## src/rtl/vga_pkg.sv

```systemverilog
// Shared types and default 640x480@60 raster timing for the VGA output stage.
package vga_pkg;

    typedef enum logic [1:0] {
        SEEK = 2'd0,
        WAIT = 2'd1,
        RUN  = 2'd2
    } vga_state_t;

    typedef struct packed {
        int active;
        int fp;
        int sync;
        int bp;
    } vga_timing_t;

    localparam vga_timing_t VGA_640X480_H = '{active: 640, fp: 16, sync: 96, bp: 48};
    localparam vga_timing_t VGA_640X480_V = '{active: 480, fp: 10, sync: 2,  bp: 33};

endpackage

```

## src/rtl/vga_raster_cnt.sv

```systemverilog
// Free-running horizontal/vertical raster counters and their region decode.
module vga_raster_cnt import vga_pkg::*; #(
    parameter int H_ACTIVE = VGA_640X480_H.active,
    parameter int H_FP     = VGA_640X480_H.fp,
    parameter int H_SYNC   = VGA_640X480_H.sync,
    parameter int H_BP     = VGA_640X480_H.bp,
    parameter int V_ACTIVE = VGA_640X480_V.active,
    parameter int V_FP     = VGA_640X480_V.fp,
    parameter int V_SYNC   = VGA_640X480_V.sync,
    parameter int V_BP     = VGA_640X480_V.bp,
    parameter int HW       = $clog2(H_ACTIVE + H_FP + H_SYNC + H_BP),
    parameter int VW       = $clog2(V_ACTIVE + V_FP + V_SYNC + V_BP)
) (
    input  logic          clk,
    input  logic          rst,
    output logic [HW-1:0] h_cnt,
    output logic [VW-1:0] v_cnt,
    output logic          active,
    output logic          hs_act,
    output logic          vs_act,
    output logic          frame_end
);

    localparam int H_TOTAL = H_ACTIVE + H_FP + H_SYNC + H_BP;
    localparam int V_TOTAL = V_ACTIVE + V_FP + V_SYNC + V_BP;
    localparam int HS_BEG  = H_ACTIVE + H_FP;
    localparam int HS_END  = HS_BEG + H_SYNC;
    localparam int VS_BEG  = V_ACTIVE + V_FP;
    localparam int VS_END  = VS_BEG + V_SYNC;

    localparam logic [HW-1:0] H_LAST = HW'(H_TOTAL - 1);
    localparam logic [VW-1:0] V_LAST = VW'(V_TOTAL - 1);

    logic h_end;
    logic v_end;

    assign h_end = (h_cnt == H_LAST);
    assign v_end = (v_cnt == V_LAST);

    always_ff @(posedge clk or posedge rst) begin
        if (rst) begin
            h_cnt <= '0;
            v_cnt <= '0;
        end else if (h_end) begin
            h_cnt <= '0;
            v_cnt <= v_end ? '0 : v_cnt + 1'b1;
        end else begin
            h_cnt <= h_cnt + 1'b1;
        end
    end

    // Compare in 32-bit so sync windows ending exactly at the total never truncate.
    assign active    = (32'(h_cnt) < H_ACTIVE) && (32'(v_cnt) < V_ACTIVE);
    assign hs_act    = (32'(h_cnt) >= HS_BEG) && (32'(h_cnt) < HS_END);
    assign vs_act    = (32'(v_cnt) >= VS_BEG) && (32'(v_cnt) < VS_END);
    assign frame_end = h_end && v_end;

endmodule

```

## src/rtl/vga_stream_out.sv

```systemverilog
// AXI-Stream to VGA output stage: locks stream frames to the raster via SOF/EOL,
// flags underflow and framing errors, and resynchronises at the next frame boundary.
module vga_stream_out import vga_pkg::*; #(
    parameter int H_ACTIVE = VGA_640X480_H.active,
    parameter int H_FP     = VGA_640X480_H.fp,
    parameter int H_SYNC   = VGA_640X480_H.sync,
    parameter int H_BP     = VGA_640X480_H.bp,
    parameter int V_ACTIVE = VGA_640X480_V.active,
    parameter int V_FP     = VGA_640X480_V.fp,
    parameter int V_SYNC   = VGA_640X480_V.sync,
    parameter int V_BP     = VGA_640X480_V.bp,
    parameter int HS_POL   = 0,
    parameter int VS_POL   = 0
) (
    input  logic        clk,
    input  logic        rst,
    input  logic [11:0] s_axis_tdata,
    input  logic        s_axis_tvalid,
    output logic        s_axis_tready,
    input  logic        s_axis_tuser,
    input  logic        s_axis_tlast,
    output logic [3:0]  vga_r,
    output logic [3:0]  vga_g,
    output logic [3:0]  vga_b,
    output logic        vga_hsync,
    output logic        vga_vsync,
    output logic        frame_start,
    output logic        underflow,
    output logic        sync_err,
    input  logic        clr_status
);

    localparam int   HW    = $clog2(H_ACTIVE + H_FP + H_SYNC + H_BP);
    localparam int   VW    = $clog2(V_ACTIVE + V_FP + V_SYNC + V_BP);
    localparam logic HS_ON = (HS_POL != 0);
    localparam logic VS_ON = (VS_POL != 0);

    logic [HW-1:0] h_cnt;
    logic [VW-1:0] v_cnt;
    logic          active_p0;
    logic          hs_p0;
    logic          vs_p0;
    logic          frame_end_p0;

    vga_raster_cnt #(
        .H_ACTIVE (H_ACTIVE),
        .H_FP     (H_FP),
        .H_SYNC   (H_SYNC),
        .H_BP     (H_BP),
        .V_ACTIVE (V_ACTIVE),
        .V_FP     (V_FP),
        .V_SYNC   (V_SYNC),
        .V_BP     (V_BP),
        .HW       (HW),
        .VW       (VW)
    ) u_raster (
        .clk       (clk),
        .rst       (rst),
        .h_cnt     (h_cnt),
        .v_cnt     (v_cnt),
        .active    (active_p0),
        .hs_act    (hs_p0),
        .vs_act    (vs_p0),
        .frame_end (frame_end_p0)
    );

    vga_state_t  state;
    logic        resync;
    logic        sof_pos;
    logic        eol_pos;
    logic        vld_p0;
    logic        miss_p0;
    logic        bad_p0;
    logic [11:0] rgb_p1;
    logic        hsync_p1;
    logic        vsync_p1;

    assign sof_pos = (h_cnt == '0) && (v_cnt == '0);
    assign eol_pos = (32'(h_cnt) == H_ACTIVE - 1);

    // In SEEK the SOF beat is refused so it stays pending until the raster reaches (0,0).
    always_comb begin
        s_axis_tready = 1'b0;
        case (state)
            SEEK:    s_axis_tready = !(s_axis_tvalid && s_axis_tuser);
            RUN:     s_axis_tready = active_p0;
            default: s_axis_tready = 1'b0;
        endcase
    end

    assign vld_p0  = (state == RUN) && active_p0 && s_axis_tvalid;
    assign miss_p0 = (state == RUN) && active_p0 && !s_axis_tvalid;
    assign bad_p0  = vld_p0 && ((s_axis_tuser != sof_pos) || (s_axis_tlast != eol_pos));

    always_ff @(posedge clk or posedge rst) begin
        if (rst) begin
            state       <= SEEK;
            resync      <= 1'b0;
            frame_start <= 1'b0;
        end else begin
            frame_start <= 1'b0;
            case (state)
                SEEK: begin
                    if (s_axis_tvalid && s_axis_tuser)
                        state <= WAIT;
                end
                WAIT: begin
                    if (frame_end_p0) begin
                        state       <= RUN;
                        frame_start <= 1'b1;
                    end
                end
                RUN: begin
                    if (miss_p0 || bad_p0)
                        resync <= 1'b1;
                    if (frame_end_p0) begin
                        if (resync) begin
                            resync <= 1'b0;
                            state  <= SEEK;
                        end else begin
                            frame_start <= 1'b1;
                        end
                    end
                end
                default: state <= SEEK;
            endcase
        end
    end

    // p0 -> p1: colour, syncs and sticky flags registered together so they stay aligned.
    always_ff @(posedge clk or posedge rst) begin
        if (rst) begin
            rgb_p1    <= '0;
            hsync_p1  <= ~HS_ON;
            vsync_p1  <= ~VS_ON;
            underflow <= 1'b0;
            sync_err  <= 1'b0;
        end else begin
            rgb_p1    <= vld_p0 ? s_axis_tdata : 12'h000;
            hsync_p1  <= hs_p0 ? HS_ON : ~HS_ON;
            vsync_p1  <= vs_p0 ? VS_ON : ~VS_ON;
            underflow <= miss_p0 | (underflow & ~clr_status);
            sync_err  <= bad_p0 | (sync_err & ~clr_status);
        end
    end

    assign vga_r     = rgb_p1[11:8];
    assign vga_g     = rgb_p1[7:4];
    assign vga_b     = rgb_p1[3:0];
    assign vga_hsync = hsync_p1;
    assign vga_vsync = vsync_p1;

endmodule

```

## config.mk

```make
export PLATFORM = sky130hd
export DESIGN_NAME = vga_stream_out
export DESIGN_NICKNAME = d
export VERILOG_FILES = /design/src/rtl/vga_pkg.sv /design/src/rtl/vga_raster_cnt.sv /design/src/rtl/vga_stream_out.sv
export SDC_FILE = /design/constraint.sdc
export NUM_CORES = 1
export LEC_CHECK = 0
export CORE_MARGIN = 1.5
export CORE_UTILIZATION = 46
export DETAILED_ROUTE_END_ITERATION = 10
export GPL_TIMING_DRIVEN = 0
export PLACE_DENSITY = 0.8
export RECOVER_POWER = 50
export SETUP_SLACK_MARGIN = 0.3
export SYNTH_ARGS = -nofsm -noshare
export SYNTH_HDL_FRONTEND = slang
export SYNTH_SLANG_ARGS = --single-unit
```

## constraint.sdc

```tcl
create_clock -name clk -period 2.4 [get_ports clk]
set_clock_uncertainty 0.2 [all_clocks]
set_input_delay 0.24 -clock clk [delete_from_list [all_inputs] [get_ports clk]]
set_output_delay 0.24 -clock clk [all_outputs]
set_load 0.005 [all_outputs]
```

# Yosys cells after proc, flatten, opt, wreduce, memory -nomap -nowiden
# Cells that the tools add are included.
[totals]
word_cells = 70
inputBits = 18
out_inout_bits = 18
reg_bits = 40
[classes]
muxes = 18
n_reduce_logical = 18
eq_ne = 11
n_bitwise = 5
order_cmp = 6
addsub = 2
[op_table]
columns = ["cell", "n"]
rows = [
  ["$eq A10 B10 Y1 const B", 3],
  ["$add A10 B1 Y10 const B", 2],
  ["$logic_not A10 Y1", 2],
  ["$lt A10 B10 Y1 const B", 2],
  ["$lt A10 B9 Y1 const B", 2],
  ["$mux W10", 2],
  ["$mux W12", 1],
  ["$ge A10 B10 Y1 const B", 1],
  ["$ge A10 B9 Y1 const B", 1],
  ["$logic_and A1 B1 Y1", 10],
  ["$mux W1", 8],
  ["$mux W2", 4],
  ["$ne A2 B2 Y1 const B", 4],
  ["$pmux W2 S3", 1],
  ["$pmux W1 S2", 2],
  ["$reduce_and A4 Y1", 1],
  ["$and A1 B1 Y1", 2],
  ["$eq A2 B1 Y1 const B", 1],
  ["$eq A2 B2 Y1 const B", 1],
  ["$logic_not A1 Y1", 2],
  ["$logic_not A2 Y1", 1],
  ["$logic_or A1 B1 Y1", 2],
  ["$ne A1 B1 Y1", 2],
  ["$or A1 B1 Y1", 2],
  ["$not A1 Y1", 1],
]

# Longest topological paths before layout
# Gate-level depths: netlist (run 1).
[logic_depth]
depth_word = 9
depth_mapped = 7

# Hierarchy
# From an unflattened synthesis (run 1), not the netlist that was laid out.
[unflattened]
cells_unflattened = 185
area_unflattened_um2 = 1986.9
[modules_own_cells]
columns = ["module", "n_inst", "area_per_inst_um2", "cells_each"]
rows = [
  ["vga_raster_cnt", 1, 1132.3, 111],
  ["vga_stream_out", 1, 854.6, 74],
]

# Worst setup path before layout (run 1)
# Ideal clock, no wire load.
[synth_timing]
path_type = "register to register"
start = "reg u_raster.v_cnt[0]"
end = "reg state[1]"
arrival_ns = 2.039
setup_slack_ns = 0.037
stages_incl_launch_ff = 8
required_time_ns = 2.075
path_cell_list = "dfrtp_1 > inv_1 > ha_1 > or4b_4 > nor4_1 > a31oi_1 > a21oi_2 > mux2_2"
[synth_via]
elab_chain_len = 4
[synth_rtl]
columns = ["item", "line_no", "rtl"]
rows = [
  ["start: declaration", "vga_raster_cnt.sv:17", "output logic [VW-1:0] v_cnt,"],
  ["start signal: assignment", "vga_raster_cnt.sv:46", "v_cnt <= v_end ? '0 : v_cnt + 1'b1;"],
  ["$eq A10 B10 Y1 (*)", "vga_raster_cnt.sv:38", "assign v_end = (v_cnt == V_LAST);"],
  ["$logic_and A1 B1 Y1 (*)", "vga_raster_cnt.sv:56", "assign frame_end = h_end && v_end;"],
  ["$ne A2 B2 Y1 (no line)", "n/a", ""],
  ["$reduce_and A4 Y1 (no line) (*)", "n/a", ""],
  ["end signal: assignment", "vga_stream_out.sv:97", "state <= SEEK;"],
  ["end signal: assignment", "vga_stream_out.sv:105", "state <= WAIT;"],
  ["end signal: assignment", "vga_stream_out.sv:109", "state <= RUN;"],
  ["end: declaration", "vga_stream_out.sv:67", "vga_state_t state;"],
]
# Every way passes the cells marked *; elsewhere a longest branch is shown, timed or not.
# A chain may end at the register's enable or synchronous reset.

# Final worst setup path (run 1)
[layout_timing]
start = "reg u_raster.v_cnt[0]"
end = "reg resync"
[layout_via]
elab_chain_len = 9
[layout_rtl]
columns = ["item", "line_no", "rtl"]
rows = [
  ["$lt A10 B9 Y1 or $logic_not A10 Y1 (tied branches)", "vga_raster_cnt.sv:53, vga_stream_out.sv:78", ""],
  ["$logic_and A1 B1 Y1 (on tied branches)", "vga_raster_cnt.sv:53, vga_stream_out.sv:78", ""],
  ["$logic_and A1 B1 Y1 or $ne A1 B1 Y1 (tied branches)", "vga_stream_out.sv:91, vga_stream_out.sv:92, vga_stream_out.sv:93", ""],
  ["$logic_and A1 B1 Y1 or $logic_or A1 B1 Y1 (tied branches)", "vga_stream_out.sv:91, vga_stream_out.sv:93", ""],
  ["$logic_and A1 B1 Y1", "vga_stream_out.sv:93", "assign bad_p0 = vld_p0 && ((s_axis_tuser != sof_pos) || (s_axis_tlast != eol_pos));"],
  ["$logic_or A1 B1 Y1", "vga_stream_out.sv:114", "if (miss_p0 || bad_p0)"],
  ["$mux W1", "vga_stream_out.sv:114", ""],
  ["$mux W1", "vga_stream_out.sv:117", "if (resync) begin"],
  ["$mux W1 (*)", "vga_stream_out.sv:116", "if (frame_end_p0) begin"],
  ["end signal: assignment", "vga_stream_out.sv:98", "resync <= 1'b0;"],
  ["end signal: assignment", "vga_stream_out.sv:115", "resync <= 1'b1;"],
  ["end signal: assignment", "vga_stream_out.sv:118", "resync <= 1'b0;"],
  ["end: declaration", "vga_stream_out.sv:68", "logic resync;"],
]
# Marks and branches as above.

==> impl_metrics.env, run 1 <==
export IMPL_initial_utilization_pct=47.9
export IMPL_arrival_ns=2.47
export IMPL_cp_depth=7
export IMPL_io_buffers=35
export IMPL_setup_viol=1
export IMPL_fp_row_count=23
export IMPL_postSynthCellCount=174
export IMPL_post_dp_hpwl_mm=2.64
export IMPL_dieArea_sq_um=4560
export IMPL_r2r_end="resync$_DFFE_PP0N_"
export IMPL_gr_total_overflow=0
export IMPL_cts_hold_buf=0
export IMPL_crit_buf_inv=1
export IMPL_place_ws_ns=-0.176
export IMPL_track_usage_pct=22.8
export IMPL_fin_nets=266
export IMPL_avgSynthCellArea_sq_um=11.0
export IMPL_hold_violations=0
export IMPL_end_kind="register"
export IMPL_clk_latency_ns=0.30
export IMPL_powerDensity_nw_per_um2=609
export IMPL_yosys_register_bits=40
export IMPL_wl_per_cell_um=17.4
export IMPL_startpoint_type="register"
export IMPL_hp_class="reg -> reg"
export IMPL_vias=1588
export IMPL_die_w_um=67.5
export IMPL_crit_type="reg -> reg"
export IMPL_worst_slew_pin_slew_ns=1.46
export IMPL_wl_mm=5.05
export IMPL_worst_ep_required_time_ns=2.39
export IMPL_dpl_instance_area_sq_um=2340
export IMPL_gp_congestion=0.784
export IMPL_slew_headroom_pct=2.26
export IMPL_drtIter0Drc=147
export IMPL_clock_tree_buffer_depth=2
export IMPL_cts_root_buffer="clkbuf_8"
export IMPL_status="finished, violations left"
export IMPL_cts_made_buffers=5
export IMPL_cp_slowest_cell="or4b_4"
export IMPL_die_h_um=67.5
export IMPL_ff2ff_setup_slack_ns=-0.08
export IMPL_violations="negative setup slack"
export IMPL_syn_cell_area_sq_um=1920
export IMPL_postSynth_asyncResetShare_pct=100
export IMPL_grt_pass1_wl_mm=7.53
export IMPL_rsz0062_at_grt="yes"
export IMPL_hold_depth=1
export IMPL_ys_types=45
export IMPL_viasPerCell=5.46
export IMPL_cp_top_family="simple AND/OR/NAND/NOR gates"
export IMPL_yosys_warnings=0
export IMPL_cts_tree="done"
export IMPL_finalMaxSlewViolations=0
export IMPL_stdcell_area_sq_um=2730
export IMPL_first_pass_iters=4
export IMPL_reg2reg_depth=7
export IMPL_ir_drop_mv=0.247
export IMPL_syn_num_nets=200
export IMPL_path_clk_slew_ns=0.08
export IMPL_max_freq_mhz=403
export IMPL_r2r_start="u_raster.v_cnt[0]$_DFFE_PP0N_"
export IMPL_ios=36
export IMPL_grt_antenna_before_repair=0
export IMPL_path_max_fanout=3
export IMPL_p_leak_nw=1.25
export IMPL_cts_sinks=40
export IMPL_synth_edff_count=0
export IMPL_synth_yosys_seq_area_share_pct=52.4
export IMPL_h_tree_depth=2
export IMPL_coreArea_sq_um=4000
export IMPL_diodes=0
export IMPL_crit_end="resync$_DFFE_PP0N_"
export IMPL_drc=0
export IMPL_crit_start="u_raster.v_cnt[0]$_DFFE_PP0N_"
export IMPL_synthFlopType="dfrtp_1"
export IMPL_grt_pass1_vias=1596
export IMPL_synthToLayoutAreaGrowth_pct=42.7
export IMPL_setup_ws_ns=-0.0804
export IMPL_critPathMaxStageDelay_ns=0.52
export IMPL_p_total_mw=1.66
export IMPL_finalCriticalPeriod_ns=2.48
export IMPL_ant_nets=0
export IMPL_crit_chain="inv_2 > ha_1 > or4b_4 > o31ai_4 > o211ai_2 > or4_4 > a22o_1"
export IMPL_grt_max_degree=41
export IMPL_drive_gt1_share_pct=30.3
export IMPL_fin_crit_sh_pct=103
export IMPL_max_cap_violations=0
export IMPL_setup_tns_ns=-0.0804
-- report_power, final --
group,internal [mW],leakage (nW),switching (mW)
clock network,0.234,0.0445,0.232
logic,0.229,0.681,0.198
registers,0.732,0.522,0.0400
-- cells in the mapped netlist, types with 2 or more instances --
master | instances | area (sq um)
o21ai_0 | 4 | 20.0
nand2b_1 | 2 | 12.5
clkbuf_1 | 2 | 7.51
nand3_1 | 7 | 35.0
a22o_1 | 2 | 17.5
o31ai_1 | 2 | 15.0
mux2_2 | 3 | 33.8
xor2_1 | 7 | 61.3
xnor2_1 | 6 | 52.6
inv_1 | 12 | 45.0
dfstp_2 | 2 | 52.6
dfrtp_1 | 38 | 951
and3_1 | 2 | 12.5
nor4_1 | 2 | 12.5
and2_1 | 14 | 87.6
nor2_1 | 16 | 60.1
buf_2 | 2 | 10.0
nand4_1 | 2 | 12.5
nand2_1 | 13 | 48.8
ha_1 | 8 | 100
or4_1 | 4 | 30.0
-- kinds of logic after synthesis --
| kind of cell | Yosys count | synth area share, % |
|---|---|---|
| mux | 3 | 1.76 |
| simple gates | 75 | 23.5 |
| xor+xnor | 13 | 5.94 |
| buf+inv | 17 | 3.53 |
| flops | 40 | 52.4 |
| fa+ha+maj | 8 | 5.23 |
| compound gates | 18 | 7.64 |
-- routing by layer --
| layer | share of wire, % | track usage (%) | vias up |
|---|---|---|---|
| met4 | 4.4 | 9.95 | 0 |
| met2 | 51 | 40.4 | 70 |
| li1 | - | - | 719 |
| met3 | 5.7 | 5.50 | 26 |
| met1 | 39 | 26.0 | 773 |
| met5 | 0 | 0 | - |
-- per-stage QoR --
step | std cells | utilization (%) | hold WS, ns
6_report | 291 | 68.3 | 0.288
5_1_grt | 291 | 68.3 | 0.315
4_1_cts | 286 | 67.0 | 0.239
3_5_place_dp | 259 | 58.6 | 0.281
3_3_place_gp | 259 | 58.6 | 0.281
2_1_floorplan | 174 | - | 0.129
-- state kept, by name, summed over array words and instances, names as in the netlist --
register / count
frame_start: 1
resync: 1
rgb_p1: 12
state: 2
sync_err: 1
u_raster.h_cnt: 10
u_raster.v_cnt: 10
underflow: 1
vga_hsync: 1
vga_vsync: 1
-- cell type report --
class                           count  area, sq um
Buffer                              5         43.8
Multi-Input combinational cell    117          951
Inverter                           12         45.0
Tap cell                           50         62.6
Fill cell                         278         1270
Clock buffer                        7         86.3
Clock inverter                      1         7.51
Sequential cell                    40         1010
Timing Repair Buffer               59          529
-- worst min path at each step --
stage,start,end
after floorplan,s_axis_tvalid,underflow$_DFF_PP0_
after global placement,u_raster.v_cnt[8]$_DFFE_PP0N_,u_raster.v_cnt[8]$_DFFE_PP0N_
after detailed placement,u_raster.h_cnt[0]$_DFF_PP0_,u_raster.h_cnt[0]$_DFF_PP0_
after CTS,rst,u_raster.v_cnt[3]$_DFFE_PP0N_
after global routing,s_axis_tdata[9],rgb_p1[9]$_DFF_PP0_
final,u_raster.h_cnt[0]$_DFF_PP0_,u_raster.h_cnt[0]$_DFF_PP0_
-- placed cells by master, fill, tap and decap left out, drive strengths merged, types with 7 or more instances in the layout --
cell type      netlist  final
dfrtp               38     38
ha                   8      8
clkbuf               3     10
clkdlybuf4s50        0     32
and2                14     14
nand3                8      8
xor2                 7      7
nor2                16     16
buf                  2     26
inv                 12     12
nand2               13     13
-- timing repair --
| action | 4_1_cts | 5_1_grt |
|---|---|---|
| endpoints found under the hold margin | 0 | 0 |
| resized for setup | 27 | 15 |
| setup buffers | 19 | 5 |
| pin swaps | 9 | 7 |
| setup endpoints to repair | 25 | 24 |
Note: power is estimated with default switching activity, not from simulation.
==> run 2, diff against run 1 <==
- RECOVER_POWER: 50 -> default
==> run 2 against run 1 <==
  * The flow still finishes with violations (negative setup slack)
  * Power increased by 0.92%
  * Sequential share of layout area decreased by 0.44 points
  * Via count decreased by 0.19%
  * Flip-flop and latch count unchanged
==> impl_metrics.env, run 2 (synthesized netlist as in run 1, its figures left out) <==
export IMPL_status="finished, violations left"
export IMPL_violations="negative setup slack"
export IMPL_crit_chain="inv_2 > ha_1 > or4b_4 > o31ai_4 > o211ai_2 > or4_4 > a22o_1"
export IMPL_synthToLayoutAreaGrowth_pct=44.6
export IMPL_clkPwrFrac_pct=27.7
export IMPL_ios=36
export IMPL_cp_depth=7
export IMPL_top_regs="rgb_p1 x12, u_raster.h_cnt x10, u_raster.v_cnt x10"
export IMPL_setup_viol=1
export IMPL_post_dp_hpwl_mm=2.64
export IMPL_end_kind="register"
export IMPL_drive_gt1_share_pct=32.8
export IMPL_fin_nets=266
export IMPL_first_pass_iters=4
export IMPL_reg2reg_depth=7
export IMPL_crit_type="reg -> reg"
export IMPL_cp_slowest_cell="or4b_4"
export IMPL_cts_tree="done"
export IMPL_cp_top_family="simple AND/OR/NAND/NOR gates"
export IMPL_fin_crit_sh_pct=103
export IMPL_path_max_fanout=3
export IMPL_drc=0
export IMPL_grt_max_degree=41
export IMPL_hp_class="in -> async"
export IMPL_io_buffers=35
export IMPL_max_cap_violations=0
export IMPL_wl_mm=5.03
export IMPL_pwr_share_comb_pct=26.4
export IMPL_p_sw_uw=474
export IMPL_clock_tree_buffer_depth=2
export IMPL_p_total_mw=1.68
export IMPL_arrival_ns=2.47
export IMPL_cts_made_buffers=5
export IMPL_ff2ff_setup_slack_ns=-0.08
export IMPL_setup_ws_ns=-0.0783
export IMPL_gp_congestion=0.784
export IMPL_diodes=0
export IMPL_internal_power_mw=1.21
export IMPL_dieArea_sq_um=4560
export IMPL_worst_slew_pin_slew_ns=0.812
export IMPL_rsz0062_at_grt="yes"
export IMPL_die_h_um=67.5
export IMPL_setup_tns_ns=-0.0783
export IMPL_place_ws_ns=-0.176
export IMPL_cts_sinks=40
export IMPL_finalMaxSlewViolations=0
export IMPL_ant_nets=0
export IMPL_die_w_um=67.5
export IMPL_initial_utilization_pct=47.9
export IMPL_powerDensity_nw_per_um2=606
export IMPL_grt_pass1_vias=1596
export IMPL_coreArea_sq_um=4000
export IMPL_path_clk_slew_ns=0.08
export IMPL_largest_register_ff_count=12
export IMPL_p_seq_share_pct=45.9
export IMPL_ir_drop_mv=0.247
export IMPL_switching_share_pct=28.2
export IMPL_wl_per_cell_um=17.3
export IMPL_cts_root_buffer="clkbuf_8"
export IMPL_top_register="rgb_p1"
export IMPL_finalCriticalPeriod_ns=2.48
export IMPL_crit_buf_inv=1
export IMPL_vias=1585
export IMPL_max_freq_mhz=403
export IMPL_grt_antenna_before_repair=0
export IMPL_worst_ep_required_time_ns=2.39
export IMPL_drtIter0Drc=168
export IMPL_startpoint_type="register"
export IMPL_postLayoutCoreUtil_pct=69.3
export IMPL_hold_violations=0
export IMPL_viasPerCell=5.45
export IMPL_clk_latency_ns=0.30
export IMPL_critPathMaxStageDelay_ns=0.52
export IMPL_slew_headroom_pct=45.8
export IMPL_layout_common_cells="clkdlybuf4s50_1 (34), dfrtp_1 (33), buf_4 (23), nor2_1 (16), and2_1 (13)"
export IMPL_fp_row_count=23
export IMPL_track_usage_pct=22.8
export IMPL_p_leak_nw=1.25
export IMPL_grt_pass1_wl_mm=7.53
export IMPL_h_tree_depth=2
export IMPL_final_common_cell="clkdlybuf4s50_1"
export IMPL_gr_total_overflow=0
[run 2: repair_timing]
action | 4_1_cts | 5_1_grt
gates resized for setup | 27 | 15
buffers inserted | 19 | 5
setup endpoints to repair | 25 | 24
hold buffers | 0 | 0
pin swaps | 9 | 7
[run 2: per-stage QoR]
| step | instances | hold slack (ns) | instance area [sq um] |
|---|---|---|---|
| 2_1_floorplan | 174 | 0.129 | 1930 |
| 3_3_place_gp | 259 | 0.281 | 2340 |
| 3_5_place_dp | 259 | 0.281 | 2340 |
| 4_1_cts | 286 | 0.239 | 2680 |
| 5_1_grt | 291 | 0.315 | 2770 |
| 6_report | 291 | 0.219 | 2770 |
[run 2: power by group through the flow]
stage / Combinational, mW / Clock [mW] / Sequential, mW
floorplan: 0.189 / 0 / 0.775
global placement: 0.344 / 0 / 0.773
detailed placement: 0.354 / 0 / 0.775
CTS: 0.389 / 0.472 / 0.768
global route: 0.485 / 0.503 / 0.778
finish: 0.443 / 0.465 / 0.772
[run 2: worst paths after layout]
check,endpoint,startpoint
setup / recovery,resync$_DFFE_PP0N_,u_raster.v_cnt[0]$_DFFE_PP0N_
setup reg to reg,resync$_DFFE_PP0N_,u_raster.v_cnt[0]$_DFFE_PP0N_
hold / removal,u_raster.v_cnt[3]$_DFFE_PP0N_,rst
min in group clk,u_raster.h_cnt[0]$_DFF_PP0_,u_raster.h_cnt[0]$_DFF_PP0_
hold reg to reg,u_raster.h_cnt[0]$_DFF_PP0_,u_raster.h_cnt[0]$_DFF_PP0_
max in group asynchronous,u_raster.h_cnt[0]$_DFF_PP0_,rst
[run 2: area by class of cell]
class                           instances  area (sq um)
Buffer                                  5          43.8
Multi-Input combinational cell        117           982
Sequential cell                        40          1010
Clock buffer                            7          86.3
Clock inverter                          1          7.51
Tap cell                               50          62.6
Inverter                               12          45.0
Timing Repair Buffer                   59           533
Fill cell                             273          1230
[run 2: routing by layer]
metal  GRT usage [%]  share of wire, %
met5               0                 0
met4            9.95               3.7
met3            5.50               6.6
met2            40.4                52
met1            26.0                38
==> run 3, diff against run 2 <==
- CTS_CLUSTER_DIAMETER: default -> 150
==> results of run 3 <==
Same layout as run 2: the final DEF is identical, and so are final timing and power.
